**src/rtl/shift_reg_universal.sv**
```systemverilog
// +--------------------------------------------------------------------------+
// | shift_reg_universal: universal shift register with frame bit counter     |
// | and one-cycle done pulse after every WIDTH shifts.  Rev 1.0              |
// +--------------------------------------------------------------------------+
`default_nettype none

module shift_reg_universal #(
  parameter int WIDTH = 8
) (
  input  logic                     clk,
  input  logic                     CLR,
  input  logic [1:0]               mode,
  input  logic [WIDTH-1:0]         D,
  input  logic                     SIR,
  input  logic                     SIL,
  output logic [WIDTH-1:0]         Q,
  output logic                     SOR,
  output logic                     SOL,
  output logic [$clog2(WIDTH)-1:0] bit_cnt,
  output logic                     done
);

  localparam int CNT_W = $clog2(WIDTH);

  localparam logic [1:0]       C_MODE_HOLD = 2'b00;
  localparam logic [1:0]       C_MODE_SHR  = 2'b01;
  localparam logic [1:0]       C_MODE_SHL  = 2'b10;
  localparam logic [1:0]       C_MODE_LOAD = 2'b11;
  localparam logic [CNT_W-1:0] C_CNT_LAST  = CNT_W'(WIDTH - 1);

  logic [WIDTH-1:0] q_q, q_d;
  logic [CNT_W-1:0] bit_cnt_q, bit_cnt_d;
  logic             done_q, done_d;
  logic             w_shift;

  always_comb begin
    q_d       = q_q;
    bit_cnt_d = bit_cnt_q;
    done_d    = 1'b0;
    w_shift   = 1'b0;

    case (mode)
      C_MODE_SHR: begin
        q_d     = {SIR, q_q[WIDTH-1:1]};
        w_shift = 1'b1;
      end
      C_MODE_SHL: begin
        q_d     = {q_q[WIDTH-2:0], SIL};
        w_shift = 1'b1;
      end
      C_MODE_LOAD: begin
        // A load aborts any frame in progress without signalling done.
        q_d       = D;
        bit_cnt_d = '0;
      end
      C_MODE_HOLD: begin
        q_d = q_q;
      end
      default: begin
        q_d = q_q;
      end
    endcase

    // Both shift directions advance the same frame counter.
    if (w_shift) begin
      if (bit_cnt_q == C_CNT_LAST) begin
        bit_cnt_d = '0;
        done_d    = 1'b1;
      end else begin
        bit_cnt_d = bit_cnt_q + 1'b1;
      end
    end
  end

  always_ff @(posedge clk or posedge CLR) begin
    if (CLR) begin
      q_q       <= '0;
      bit_cnt_q <= '0;
      done_q    <= 1'b0;
    end else begin
      q_q       <= q_d;
      bit_cnt_q <= bit_cnt_d;
      done_q    <= done_d;
    end
  end

  assign Q       = q_q;
  assign bit_cnt = bit_cnt_q;
  assign done    = done_q;
  // Serial outputs are taken straight from the register, not re-registered.
  assign SOR     = q_q[0];
  assign SOL     = q_q[WIDTH-1];

endmodule

`default_nettype wire
```
**config.mk**
```make
export PLATFORM = sky130hd
export DESIGN_NAME = shift_reg_universal
export DESIGN_NICKNAME = d
export VERILOG_FILES = /design/src/rtl/shift_reg_universal.sv
export SDC_FILE = /design/constraint.sdc
export NUM_CORES = 1
export LEC_CHECK = 0
export CAP_MARGIN = 10
export CORE_MARGIN = 4
export CORE_UTILIZATION = 25
export DETAILED_ROUTE_END_ITERATION = 8
export PLACE_DENSITY = 0.49
export RECOVER_POWER = 25
export SYNTH_ARGS = -nofsm -noshare
export SYNTH_HDL_FRONTEND = slang
export SYNTH_SLANG_ARGS = --single-unit
```
**constraint.sdc**
```tcl
create_clock -name clk -period 1.4 [get_ports clk]
set_clock_uncertainty 0.1 [all_clocks]
set_input_delay 0.14 -clock clk [delete_from_list [all_inputs] [get_ports clk]]
set_output_delay 0.14 -clock clk [all_outputs]
set_load 0.01 [all_outputs]
```
# Word level (Yosys, flattened, before mapping)
# Cells that the tools add are included.
# Widths: inputs -> output; s select.
word_totals:
  ramBits: 0
  latch_bits: 0
  mem_count: 0
  out_inout_bits: 14
  wordCells: 18
  regBits: 12
  in_bits: 14
  romBits: 0
op_classes:
  mul: 0
  n_shift: 0
  n_addsub: 1
  eq_ne: 4
  reduce_logical: 3
  magnitude_cmp: 0
  n_div: 0
  muxes: 7
  bitwise_logic: 0
op_table:
  columns: ["cell", "count"]
  rows:
  - ["$pmux 8 s3", 1]
  - ["$mux 3", 3]
  - ["$eq 2x2->1 const B", 2]
  - ["$add 3x1->3 const B", 1]
  - ["$eq 3x3->1 const B", 1]
  - ["$mux 1", 3]
  - ["$eq 2x1->1 const B", 1]
  - ["$logic_not 2->1", 1]
  - ["$reduce_bool 2->1", 1]
  - ["$reduce_or 2->1", 1]

# Depth between registers and ports, before layout
# Gate-level depths: netlist of run 1.
logic_depth:
  ltp_word: 4
  ltp_mapped: 6
  ltp_nobuf: 4

# Least setup slack after synthesis of run 1
# OpenSTA, ideal clock, no wires.
synth_timing:
  path_kind: "input to register"
  startpoint: "input mode[0]"
  endpoint: "register q_q[1] (netlist: Q[1])"
  n_path_buf: 0
  t_required_ns: 1.213
  arrival_ns: 1.133
  cell_stages: 4
  setup_time_ns: 0.087
  slack_ns: 0.080
  cell_sequence: "inv_1 ha_1 or4b_2 o211ai_1"
synth_between:
  elab_chain_cells: 2
  word_cells_on_any_way: 5
  cone_classes: "eq/ne: 3; mux: 1; reduce/logical: 1"
synth_lines:
  columns: ["item", "line_no", "text"]
  rows:
  - ["start: declaration", "12", "input logic [1:0] mode,"]
  - ["$eq 2x2->1 / $eq 2x1->1 (equally long branches)", "42", "case (mode)"]
  - ["$pmux 8 s3", "42", null]
  - ["end signal: assignment", "81", "q_q <= q_d;"]
  - ["end: declaration", "31", "logic [WIDTH-1:0] q_q, q_d;"]
# Several ways; a longest one is shown, not always the timed one.
# A chain may end at the register's enable or synchronous reset.

# Worst setup path after layout of run 1
layout_timing:
  startpoint: "input mode[1]"
  endpoint: "register q_q[0] (netlist: Q[0])"
# Same word-level chain as after synthesis.

==> impl_metrics.csv, run 1 <==
group,metric,value,unit
yosys,ys_top_cells_by_count,"dfrtp_1, nand2_1, a22oi_1, o211ai_1, or4b_1",
clock_tree,insertion_delay,0.28,ns
yosys,ys_seq_area_share,41.7,%
die,core,2760,um2
yosys,yosys.area.top_type,"dfrtp_1",
yosys,synthTopCellsByArea,"dfrtp_1, ha_1, or4b_1, a22oi_1, o211ai_1",
clock_tree,h-tree-depth,1,
setup_path,cpLargestDelayFamily,"buffers and inverters",
grt,antenna_found_initial,0,
run,maxCapViolations,0,
sta,finalCritPeriodShare,96.4,%
layout,num-fill-cells,270,
setup_path,worstPathArrival,1.45,ns
power_and_ir_drop,leakagePower,0.586,nW
setup_path,crit_type,"input port to register",
setup_path,critPathCaptureType,"register",
power_and_ir_drop,power,1.16,mW
setup_path,cpMaxStageDelayCell,"or4b_4",
setup_path,critical_path_buf_inv_count,3,
power_and_ir_drop,irDropWorstVdd,0.705,mV
grt,grt_pass1_vias,691,
sta,setup_tns,0,ns
yosys,ys_warn_count,0,
placed_design,gp_congestion,0.712,
grt,grtUsageTotal,10.9,%
clock_tree,cts_tree,"done",
clock_tree,cts_made_buffers,3,
clock_tree,clkTransAtPathRegs,0.08,ns
yosys,synth_area_per_cell,10.6,um2
yosys,synthArstFlopShare,100,%
sta,fin_ws,0.0503,ns
grt,grt_pass1_wl,2930,um
drt,dr.pass1.iters,4,
clock_tree,cts_sinks,12,
run_status,status,"finished, final reports clean",
layout,final_nets,133,
clock_tree,cts_root_buf,"clkbuf_4",
yosys,ys_seq_elements,12,
setup_path,required,1.50,ns
die,die_area,3810,um2
yosys,syn-num-nets,87,
layout,diodes,0,
placed_design,dp_hpwl,1410,um
sta,setup_violations,0,
die,rows,19,
setup_path,critPathMaxStageDelay,0.50,ns
drt,ant_nets,0,
sta,fin_hold_ws,0.350,ns
drt,post-route-drc-count,0,
die,start_util,26.1,%
drt,drt_wl_total,1920,um
grt,grt_max_degree,18,
yosys,synth_edf_count,0,
clock_tree,clockBufferDepth,2,
sta,slew_headroom,55.2,%
sta,fin_crit,1.35,ns
layout,fin_util,44.7,%
drt,drt_iter0_drc,13,
layout,layout-drive-gt1-share,29.2,%
drt,wl_per_cell,13.3,um
sta,drv_slew,0,
setup_path,start_kind,"input port",
sta,rsz0062_at_grt,"no",
sta,fmax,741,MHz
yosys,synth_top_flop_cell,"dfrtp_1",
yosys,yosysTopAreaCellShare,41.7,%
placed_design,port_buffers,27,
setup_path,worstPathCellList,"dlygate4sd2_1, buf_6, ha_4, buf_12, or4b_4, o211ai_1",
drt,vias_per_cell,4.82,
yosys,syn_area,721,um2
worst_hold_path,hold_path.class,"input port to asynchronous set/reset pin",
placed_design,place_ws,-0.543,ns
yosys,synthDistinctLibCells,16,
power_and_ir_drop,power_density,945,nW/um2
sta,worst_slew_pin_slew,0.673,ns
setup_path,crit_fanout,12,
grt,grt-ovfl-total,0,
layout,area_growth,71.0,%
die,io-pin-count,28,
yosys,syn_inst,68,
die,die_height,61.7,um
sta,hold_viol,0,
drt,vias,694,
die,die_w,61.7,um
-- logic make-up after synthesis --
kind of cell,after synthesis,synth area share (%)
adder cells (fa/ha/maj),5,8.68
flip-flops,12,41.7
AO/OA/AOI/OAI,19,19.1
buffers and inverters,10,11.1
AND/OR/NAND/NOR,22,19.4
-- power by group --
part / switching, mW / total [mW] / internal, mW
clock: 0.121 / 0.280 / 0.158
sequential: 0.0381 / 0.442 / 0.404
combinational: 0.184 / 0.443 / 0.259
total: 0.343 / 1.16 / 0.821
-- state kept, by name (all words and copies together) (netlist names) --
| register | flops |
|---|---|
| bit_cnt | 3 |
| done | 1 |
| Q | 8 |
-- worst paths after layout --
| check | end | cells after the start | slack, ns | from |
|---|---|---|---|---|
| hold / removal | Q[7] | 3 | 0.35 | CLR |
| min in group clk | bit_cnt[1] | 2 | 0.42 | bit_cnt[1] |
| setup / recovery | Q[0] | 6 | 0.05 | mode[1] |
| hold reg to reg | bit_cnt[1] | 2 | 0.42 | bit_cnt[1] |
| max in group asynchronous | Q[1] | 3 | 0.42 | CLR |
| setup reg to reg | bit_cnt[0] | 4 | 0.13 | bit_cnt[0] |
-- worst min-delay path: cells and delay by family --
kind     cells  cell delay [ns]
buf+inv      3             1.09
-- area by class of cell --
class / instances / area, um2 / share of cell area [%]
Multi-Input combinational cell: 46 / 395 / 32.1
Inverter: 3 / 11.3 / 0.914
Sequential cell: 12 / 300 / 24.4
Clock buffer: 4 / 36.3 / 2.94
Tap cell: 31 / 38.8 / 3.15
Timing Repair Buffer: 48 / 450 / 36.5
-- per-stage QoR --
stage | instances | area [um2]
floorplan | 68 | 721
global placement | 134 | 1110
detailed placement | 134 | 1110
CTS | 143 | 1190
global route | 144 | 1230
finish | 144 | 1230
-- cells in the final DEF (no fill, tap or decap) --
cell	count
inv_1	1
a21o_1	1
and2_1	1
dlygate4sd3_1	1
or4b_4	3
inv_2	2
o21ai_0	2
ha_1	2
clkbuf_4	3
nand2_1	12
a22oi_1	8
dlymetal6s2s_1	1
dfrtp_1	12
ha_4	3
or4b_1	5
clkdlybuf4s15_1	1
buf_4	16
clkdlybuf4s50_1	10
clkbuf_8	1
dlygate4sd2_1	14
clkbuf_1	1
buf_12	3
o211ai_1	8
nor4b_2	1
buf_6	1
-- layer usage --
metal  share of wire (%)  wire length (um)  GRT usage (%)  up-vias
li1                    -                 -              -      346
met1                  43               814           12.6      330
met2                  51               972           18.2       16
met3                 5.8               111           4.96        2
met4                0.89                17           2.73        0
met5                   0                 0              0        -
-- what timing repair did --
action,in CTS,in global routing
hold buffers,0,0
setup endpoints to repair,22,5
setup buffers,5,1
resized for setup,22,8
pin swaps,2,3
Power figures use the tool's default switching activity.
==> run 2, diff against run 1 <==
Settings changed: CTS_CLUSTER_DIAMETER set to 200.
==> results of run 2 <==
The final DEF is identical to that of run 1; final timing and power are the same.
==> run 3, diff against run 2 <==
Settings changed: CAP_MARGIN 10 to not set, MAX_ROUTING_LAYER set to met4.
==> run 3 against run 2 <==
Net effect:
- power shrank 0.56%
- combinational power decreased by 1%
- cell area shrank 1.2%
- register-to-register slack about the same
- via count shrank 0.29%
- first-iteration DRC count increased by 23%
- utilization shrank 0.54 points
- largest cell class unchanged
- non-clock buffer count stayed put
- worst setup slack worse by 0.012 ns
- sequential share of layout area rose by 0.30 points
- global-route usage grew 0.33 points
- largest power group is now sequential cells
==> impl_metrics.csv, run 3 (synthesis results as in run 1) <==
group,metric,value,unit
run_status,status,"finished, final reports clean",
sta,fin_crit,1.36,ns
setup_path,critPathCaptureType,"register",
sta,setup_violations,0,
layout,num-fill-cells,270,
layout,diodes,0,
power_and_ir_drop,power_density,951,nW/um2
die,io-pin-count,28,
setup_path,worstPathCellList,"dlygate4sd2_1, buf_4, ha_2, buf_12, or4b_4, o211ai_1",
layout,area_growth,68.9,%
layout,multi_input_area,385,um2
layout,final_cell_mix,"buf_4, dlygate4sd2_1, dfrtp_1, nand2_1, clkdlybuf4s50_1",
die,start_util,26.1,%
setup_path,reg2reg_from,"bit_cnt[0]",
clock_tree,ctsHoldBuffers,0,
clock_tree,insertion_delay,0.28,ns
placed_design,place_ws,-0.543,ns
layout,final_common_cell,"buf_4",
drt,post-route-drc-count,0,
power_and_ir_drop,leakagePower,0.584,nW
drt,wl_per_cell,13.1,um
sta,slew_headroom,55.1,%
drt,dr.pass1.iters,4,
clock_tree,cts_sinks,12,
worst_hold_path,hold_path.class,"input port to asynchronous set/reset pin",
run,maxCapViolations,0,
setup_path,cpMaxStageDelayCell,"or4b_4",
drt,drt_iter0_drc,16,
drt,vias_per_cell,4.81,
sta,hold_viol,0,
placed_design,port_buffers,27,
sta,rsz0062_at_grt,"yes",
clock_tree,h-tree-depth,1,
die,die_w,61.7,um
sta,worst_slew_pin_slew,0.674,ns
clock_tree,cts_tree,"done",
placed_design,dp_hpwl,1410,um
grt,grtUsageTotal,11.2,%
drt,ant_nets,0,
setup_path,worstPathArrival,1.46,ns
power_and_ir_drop,power,1.16,mW
die,die_area,3810,um2
setup_path,rrSetupSlack,0.14,ns
grt,grt_pass1_wl,2930,um
setup_path,required,1.50,ns
setup_path,crit_fanout,12,
setup_path,rr_worst_depth,4,
sta,fin_ws,0.0387,ns
placed_design,place_inst,134,
grt,grt-ovfl-total,0,
setup_path,critPathMaxStageDelay,0.47,ns
placed_design,gp_congestion,0.720,
die,core,2760,um2
clock_tree,cts_root_buf,"clkbuf_4",
sta,fmax,735,MHz
layout,final_nets,133,
drt,vias,692,
power_and_ir_drop,irDropWorstVdd,0.700,mV
clock_tree,clkTransAtPathRegs,0.08,ns
sta,drv_slew,0,
layout,largest_reg_flops,8,
grt,antenna_found_initial,0,
grt,grt_pass1_vias,691,
setup_path,crit_path_start,"mode[1]",
sta,finalCritPeriodShare,97.2,%
grt,grt_max_degree,18,
setup_path,crit_type,"input port to register",
setup_path,start_kind,"input port",
die,rows,19,
setup_path,r2r-end,"bit_cnt[0]",
layout,layout-drive-gt1-share,29.2,%
clock_tree,cts_made_buffers,3,
sta,fin_hold_ws,0.350,ns
clock_tree,clockBufferDepth,2,
die,die_height,61.7,um
layout,register_area,300,um2
layout,final_cells,144,
drt,drt_wl_total,1890,um
## run 3: layout make-up
class | count | share of cell area [%]
timing repair buffer | 48 | 36.6
multi-input combinational | 46 | 31.7
sequential | 12 | 24.7
tap | 31 | 3.19
clock buffer | 4 | 2.98
inverter | 3 | 0.925
## run 3: what timing repair did
item | CTS | global route
setup buffers | 5 | 1
endpoints found under the setup margin | 22 | 5
pin swaps | 2 | 2
gates resized for setup | 22 | 5
## run 3: worst max-delay path by stage
stage | depth (start not counted) | slack (ns) | end
floorplan | 4 | 0.08 | Q[1]
global placement | 5 | -0.52 | Q[1]
detailed placement | 5 | -0.54 | Q[1]
CTS | 1 | 0.009 | done
global route | 6 | -0.005 | Q[0]
finish | 6 | 0.04 | Q[0]
## run 3: per-layer routing
layer | track usage (%) | part of all wire, %
met1 | 12.8 | 43
met2 | 18.2 | 50
met3 | 4.55 | 5.9
met4 | 2.73 | 0.90
met5 | - | 0
## run 3: metrics by stage
step / setup TNS [ns] / area (um2) / utilization [%]
final: 0 / 1220 / 44.1
after global routing: -0.00532 / 1220 / 44.1
after CTS: 0 / 1190 / 43.3
after detailed placement: -4.81 / 1110 / 40.3
after global placement: -4.51 / 1110 / 40.3
after floorplan: 0 / 721 / -
## run 3: power by group
part           leakage (nW)  internal, mW  switching (mW)
Clock                0.0210         0.158           0.121
Combinational         0.409         0.256           0.180
Sequential            0.153         0.404          0.0373
Total                 0.584         0.818           0.339
## run 3: worst max-delay path: cells and delay by family
| family | cells | cell delay [ns] |
|---|---|---|
| buffers and inverters | 3 | 0.54 |
| AND/OR/NAND/NOR | 1 | 0.47 |
| AO/OA/AOI/OAI | 1 | 0.11 |
| adder cells (fa/ha/maj) | 1 | 0.20 |
